File: config.mk
export PLATFORM = sky130hd
export DESIGN_NAME = fetch_unit
export DESIGN_NICKNAME = d
export VERILOG_FILES = /design/src/rtl/riscv_pkg.sv /design/src/rtl/fetch_fifo.sv /design/src/rtl/fetch_unit.sv
export SDC_FILE = /design/constraint.sdc
export NUM_CORES = 1
export LEC_CHECK = 0
export ABC_AREA = 1
export BUFFER_PORTS_ARGS = -buffer_cell sky130_fd_sc_hd__buf_2
export CAP_MARGIN = 40
export CORE_AREA = 2 2 162 180
export CTS_CLUSTER_SIZE = 12
export DETAILED_ROUTE_END_ITERATION = 6
export DIE_AREA = 0 0 164 182
export GPL_TIMING_DRIVEN = 0
export PLACE_DENSITY = 0.74
export SLEW_MARGIN = 20
export SYNTH_ARGS = -nofsm -noshare
export SYNTH_HDL_FRONTEND = slang
export SYNTH_SLANG_ARGS = --single-unit
File: constraint.sdc
create_clock -name clk -period 3.9 [get_ports clk]
set_input_delay 0.195 -clock clk [delete_from_list [all_inputs] [get_ports clk]]
set_output_delay 0.195 -clock clk [all_outputs]
set_load 0.02 [all_outputs]
File: src/rtl/riscv_pkg.sv
// Shared constants and types for the instruction-fetch path.
package riscv_pkg;

    localparam int XLEN = 32;
    localparam int ILEN = 32;

    localparam logic [ILEN-1:0] NOP_INSTR        = 32'h0000_0013;
    localparam logic [XLEN-1:0] RESET_PC_DEFAULT = 32'h0000_0000;
    localparam logic [XLEN-1:0] PC_STEP          = 32'd4;

    // One buffered fetch result: instruction word plus the PC it was read from.
    typedef struct packed {
        logic [ILEN-1:0] instr;
        logic [XLEN-1:0] pc;
    } fetch_entry_t;

    // Force a PC onto a word boundary.
    function automatic logic [XLEN-1:0] align_pc(input logic [XLEN-1:0] pc);
        return pc & ~32'h0000_0003;
    endfunction

endpackage

File: src/rtl/fetch_fifo.sv
// Small synchronous FIFO with first-word fall-through and a single-cycle flush.
// Storage is a plain register array: the head has to be readable combinationally
// in the same cycle it becomes valid, which a registered-read RAM cannot offer.
module fetch_fifo #(
    parameter int WIDTH = 64,
    parameter int DEPTH = 4,
    localparam int AW   = $clog2(DEPTH),
    localparam int CW   = AW + 1
) (
    input  logic             clk,
    input  logic             rst_n,
    input  logic             push,
    input  logic [WIDTH-1:0] push_data,
    input  logic             pop,
    input  logic             flush,
    output logic [WIDTH-1:0] head_data,
    output logic             empty,
    output logic [CW-1:0]    count
);

    logic [WIDTH-1:0] mem_reg [DEPTH];
    logic [AW-1:0]    wr_ptr_reg;
    logic [AW-1:0]    rd_ptr_reg;
    logic [CW-1:0]    count_reg;
    logic             do_push;
    logic             do_pop;
    logic [DEPTH-1:0] wr_en;

    // A pop on an empty FIFO is ignored; a push into a full FIFO only lands
    // when a pop frees the slot in the same cycle.
    assign do_pop  = pop && (count_reg != '0);
    assign do_push = push && ((count_reg != CW'(DEPTH)) || do_pop);

    // One write strobe per storage slot, selected by the write pointer.
    generate
        for (genvar gi = 0; gi < DEPTH; gi++) begin : gen_wr_en
            assign wr_en[gi] = do_push && !flush && (wr_ptr_reg == AW'(gi));
        end
    endgenerate

    // Data slots carry no reset: validity is tracked entirely by count_reg.
    always_ff @(posedge clk) begin
        for (int i = 0; i < DEPTH; i++) begin
            if (wr_en[i]) begin
                mem_reg[i] <= push_data;
            end
        end
    end

    // Pointer and occupancy bookkeeping; flush empties the FIFO outright.
    always_ff @(posedge clk or negedge rst_n) begin
        if (!rst_n) begin
            wr_ptr_reg <= '0;
            rd_ptr_reg <= '0;
            count_reg  <= '0;
        end else if (flush) begin
            wr_ptr_reg <= '0;
            rd_ptr_reg <= '0;
            count_reg  <= '0;
        end else begin
            if (do_push) begin
                wr_ptr_reg <= wr_ptr_reg + 1'b1;
            end
            if (do_pop) begin
                rd_ptr_reg <= rd_ptr_reg + 1'b1;
            end
            count_reg <= count_reg + CW'(do_push) - CW'(do_pop);
        end
    end

    assign head_data = mem_reg[rd_ptr_reg];
    assign empty     = (count_reg == '0);
    assign count     = count_reg;

endmodule

File: src/rtl/fetch_unit.sv
// Instruction-fetch stage: issues in-order word reads, buffers the returned
// words with their PC and presents them to the decoder over valid/ready.
// A redirect flushes the buffer and marks every in-flight read as stale.
module fetch_unit
    import riscv_pkg::*;
#(
    parameter logic [XLEN-1:0] RESET_PC   = RESET_PC_DEFAULT,
    parameter int              FIFO_DEPTH = 4
) (
    input  logic            clk,
    input  logic            rst_n,
    output logic            imem_req_valid,
    input  logic            imem_req_ready,
    output logic [XLEN-1:0] imem_req_addr,
    input  logic            imem_rsp_valid,
    input  logic [ILEN-1:0] imem_rsp_data,
    input  logic            redirect_valid,
    input  logic [XLEN-1:0] redirect_pc,
    output logic            instr_valid,
    input  logic            instr_ready,
    output logic [ILEN-1:0] instruction,
    output logic [XLEN-1:0] instr_pc
);

    localparam int CW = $clog2(FIFO_DEPTH) + 1;

    logic [XLEN-1:0] pc_reg,          pc_next;
    logic [XLEN-1:0] rsp_pc_reg,      rsp_pc_next;
    logic [CW-1:0]   outstanding_reg, outstanding_next;
    logic [CW-1:0]   drop_cnt_reg,    drop_cnt_next;
    logic            running_reg;

    logic [CW-1:0]   fifo_count;
    logic            fifo_empty;
    fetch_entry_t    fifo_head;
    fetch_entry_t    push_entry;
    logic [CW:0]     credit_used;
    logic            req_hs;
    logic            rsp_keep;
    logic            rsp_drop;
    logic            pop;

    // Every buffered word plus every read in flight consumes one FIFO slot, so
    // the FIFO can never be overrun by responses. running_reg keeps requests
    // quiet while reset is held and for the release cycle.
    assign credit_used    = {1'b0, fifo_count} + {1'b0, outstanding_reg};
    assign imem_req_valid = running_reg && (credit_used < (CW+1)'(FIFO_DEPTH));
    assign imem_req_addr  = pc_reg;
    assign req_hs         = imem_req_valid && imem_req_ready;

    // Responses are kept only when no stale reads are pending and no redirect
    // is flushing the stage this cycle.
    assign rsp_keep   = imem_rsp_valid && (drop_cnt_reg == '0) && !redirect_valid;
    assign rsp_drop   = imem_rsp_valid && (drop_cnt_reg != '0);
    assign pop        = instr_valid && instr_ready;
    assign push_entry = '{instr: imem_rsp_data, pc: rsp_pc_reg};

    fetch_fifo #(
        .WIDTH ($bits(fetch_entry_t)),
        .DEPTH (FIFO_DEPTH)
    ) u_fifo (
        .clk       (clk),
        .rst_n     (rst_n),
        .push      (rsp_keep),
        .push_data (push_entry),
        .pop       (pop),
        .flush     (redirect_valid),
        .head_data (fifo_head),
        .empty     (fifo_empty),
        .count     (fifo_count)
    );

    // Next values for PC, response PC and the in-flight counters.
    always_comb begin
        pc_next          = pc_reg;
        rsp_pc_next      = rsp_pc_reg;
        drop_cnt_next    = drop_cnt_reg;
        outstanding_next = outstanding_reg + CW'(req_hs) - CW'(imem_rsp_valid);

        if (redirect_valid) begin
            // Everything still in flight after this edge belongs to the old
            // path, including a request accepted right now.
            pc_next       = align_pc(redirect_pc);
            rsp_pc_next   = align_pc(redirect_pc);
            drop_cnt_next = outstanding_next;
        end else begin
            if (req_hs) begin
                pc_next = pc_reg + PC_STEP;
            end
            if (rsp_keep) begin
                rsp_pc_next = rsp_pc_reg + PC_STEP;
            end
            if (rsp_drop) begin
                drop_cnt_next = drop_cnt_reg - 1'b1;
            end
        end
    end

    // Fetch state registers.
    always_ff @(posedge clk or negedge rst_n) begin
        if (!rst_n) begin
            pc_reg          <= RESET_PC;
            rsp_pc_reg      <= RESET_PC;
            outstanding_reg <= '0;
            drop_cnt_reg    <= '0;
            running_reg     <= 1'b0;
        end else begin
            pc_reg          <= pc_next;
            rsp_pc_reg      <= rsp_pc_next;
            outstanding_reg <= outstanding_next;
            drop_cnt_reg    <= drop_cnt_next;
            running_reg     <= 1'b1;
        end
    end

    // Present the FIFO head; show a NOP at the reset PC while nothing is buffered.
    always_comb begin
        instr_valid = !fifo_empty;
        instruction = NOP_INSTR;
        instr_pc    = RESET_PC;
        if (!fifo_empty) begin
            instruction = fifo_head.instr;
            instr_pc    = fifo_head.pc;
        end
    end

endmodule

==> reports/metrics.yaml <==
slowest_delay_ns: 0.73
cpLargestDelayFamily: "simple AND/OR/NAND/NOR gates"
tritoncts: "yes"
fin_hold_ws_ns: 0.0106
avgSynthCellArea_um2: 9.93
syn_to_final_growth_pct: 20.6
seq_area_frac_synth_pct: 63.7
cts_buffer_depth: 3
rsz0062_at_grt: "no"
boundaryPins: 168
finalCritPeriodShare_pct: 84.8
relSlewSlack_pct: 46.2
routabilityCongestion: 0.935
fin_area_um2: 17600
cts_root_buffer: "clkbuf_16"
die_area_um2: 29800
clk_pin_slew_worst_paths_ns: 0.06
critPathMaxFanout: 22
min_path_type: "primary input to flip-flop"
vias: 11500
cts_num_sinks: 322
fin_ws_ns: 0.592
avgRoutedWirePerCell_um: 17.6
grt_pass1_wl_mm: 57.8
yosys_warnings: 0
irDropWorstVdd_uv: 357
finalSetupViolations: 0
clk_latency_ns: 0.51
finalMaxSlewViolations: 0
die_y_um: 182
p_leak_nw: 7.02
path_depth: 8
via_per_inst: 5.45
worst_clock_skew_ns: 0.0130
postCtsResizedCells: 0
antenna_left: 0
status: "finished, final reports clean"
start_kind: "flip-flop"
first_global_vias: 11100
largest_reg_flops: 248
synth_cells: 1469
drc: 0
rows: 65
synth_area_um2: 14600
core_um2: 28200
io_buffers: 160
maxCapViolations: 0
ff2ff_path_depth: 8
cp.arrival_ns: 3.50
place_area_um2: 16100
fmax_mhz: 302
place_inst: 2010
cp-end-kind: "flip-flop"
min_path_cells: 3
pwr_density_cell_nw_per_um2: 590
worstMarginPinSlew_ns: 0.804
die-width_um: 164
cts_made_buffers: 34
first_pass_iters: 7
finalNonFillerCells: 2109
final_cell_mix: "nor2_1 (327), edfxtp_1 (248), nand2_1 (219)"
nets: 1811
critPathSlowestCell: "nor2_4"
dp_slack_ns: 0.578
start_util_pct: 51.7
layout_commonest_cell: "nor2_1"
grt_max_degree: 53
layout-drive-gt1-share_pct: 15.5
grt_usage_pct: 25.0
grt_overflow: 0
worstSetupPathType: "flip-flop to flip-flop"
cp_data_required_time_ns: 4.10
grt_antenna_before_repair: 0
critPathBufInv: 3
synth_cell_types: 38
path_common_cell: "buf_12"
cp_cell_sequence: "inv_1 > ha_1 > nand3_1 > nor2_2 > nand2_1 > nor2_4 > buf_12 > buf_12"
totalWireLength_mm: 37.2
final_hold_viol_count: 0
min_period_ns: 3.31
synth-seq-cells: 322
hpwl_mm: 25.1
htree_levels: 2
diodes: 0
drt_first_iter_violations: 1110
cell usage after synthesis, drive strengths merged:
| library cell | instances | area [um^2] |
|---|---|---|
| a31oi | 4 | 25.0 |
| ha | 14 | 175 |
| o21bai | 7 | 52.6 |
| dfrtp | 74 | 1850 |
| nor4 | 1 | 6.26 |
| fa | 2 | 40.0 |
| o22ai | 1 | 6.26 |
| or2 | 1 | 6.26 |
| and2 | 1 | 6.26 |
| a21oi | 80 | 400 |
| nor3 | 6 | 30.0 |
| edfxtp | 248 | 7450 |
| xnor2 | 5 | 43.8 |
| nand4 | 14 | 87.6 |
| buf | 35 | 175 |
| o311ai | 4 | 35.0 |
| nand3 | 69 | 355 |
| xor2 | 14 | 123 |
| conb | 2 | 7.51 |
| o211ai | 17 | 128 |
| clkbuf | 29 | 109 |
| o21ai | 155 | 776 |
| a22oi | 2 | 15.0 |
| nand3b | 2 | 15.0 |
| o221ai | 2 | 17.5 |
| nand2 | 224 | 868 |
| inv | 109 | 409 |
| nor2 | 347 | 1380 |
worst min-delay path, cell delays in order:
cell and delay (ns):
buf_2 0.08, nand2_1 0.10, o211ai_1 0.10
report_power, final:
group          internal (mW)  switching, mW  total, mW  leakage, nW
Combinational          0.960           2.15       3.11         3.40
Clock                   1.73           1.23       2.96        0.486
Sequential              4.00          0.310       4.31         3.14
cells by family after synthesis:
| group | share of synthesized area (%) |
|---|---|
| xor+xnor | 1.14 |
| flops | 63.7 |
| simple gates | 18.9 |
| compound gates | 9.97 |
| other cells | 0.0515 |
| fa+ha+maj | 1.47 |
| buf+inv | 4.75 |
final cells by class:
cell class	count	area (um^2)
tap	368	460
buffer	64	284
multi-input combinational	977	4640
sequential	322	9300
timing repair buffer	217	1500
clock inverter	7	60.1
clock buffer	45	933
fill	2235	10600
inverter	109	409
timing repair:
action	4_1_cts	5_1_grt
hold buffers	47	0
hold endpoints to repair	222	0
buffers inserted	0	0
metrics by stage:
| step | util, % | total power [mW] | setup TNS, ns |
|---|---|---|---|
| after floorplan | - | 6.26 | -94.22 |
| after global placement | 56.2 | 7.33 | -671.42 |
| after detailed placement | 57.2 | 7.43 | 0 |
| after CTS | 62.3 | 10.4 | 0 |
| after global routing | 62.3 | 10.9 | 0 |
| final | 62.3 | 10.4 | 0 |
layer usage:
| metal | vias up | track usage [%] | routed length, um |
|---|---|---|---|
| met2 | 481 | 42.8 | 18300 |
| li1 | 5478 | - | - |
| met3 | 65 | 3.72 | 2780 |
| met5 | - | 0 | 0 |
| met1 | 5467 | 33.3 | 15200 |
| met4 | 0 | 7.33 | 864 |
final timing paths:
path	end	start	slack, ns
min in group asynchronous	imem_req_addr[29]	rst_n	0.14
hold reg to reg	drop_cnt_reg[1]	drop_cnt_reg[1]	0.50
setup / recovery	u_fifo.mem_reg[1][41]	drop_cnt_reg[0]	0.59
setup reg to reg	u_fifo.mem_reg[1][41]	drop_cnt_reg[0]	0.59
max in group asynchronous	u_fifo.count[2]	rst_n	3.16
hold / removal	rsp_pc_reg[17]	redirect_pc[17]	0.01
Note: power is estimated with default switching activity, not from simulation.
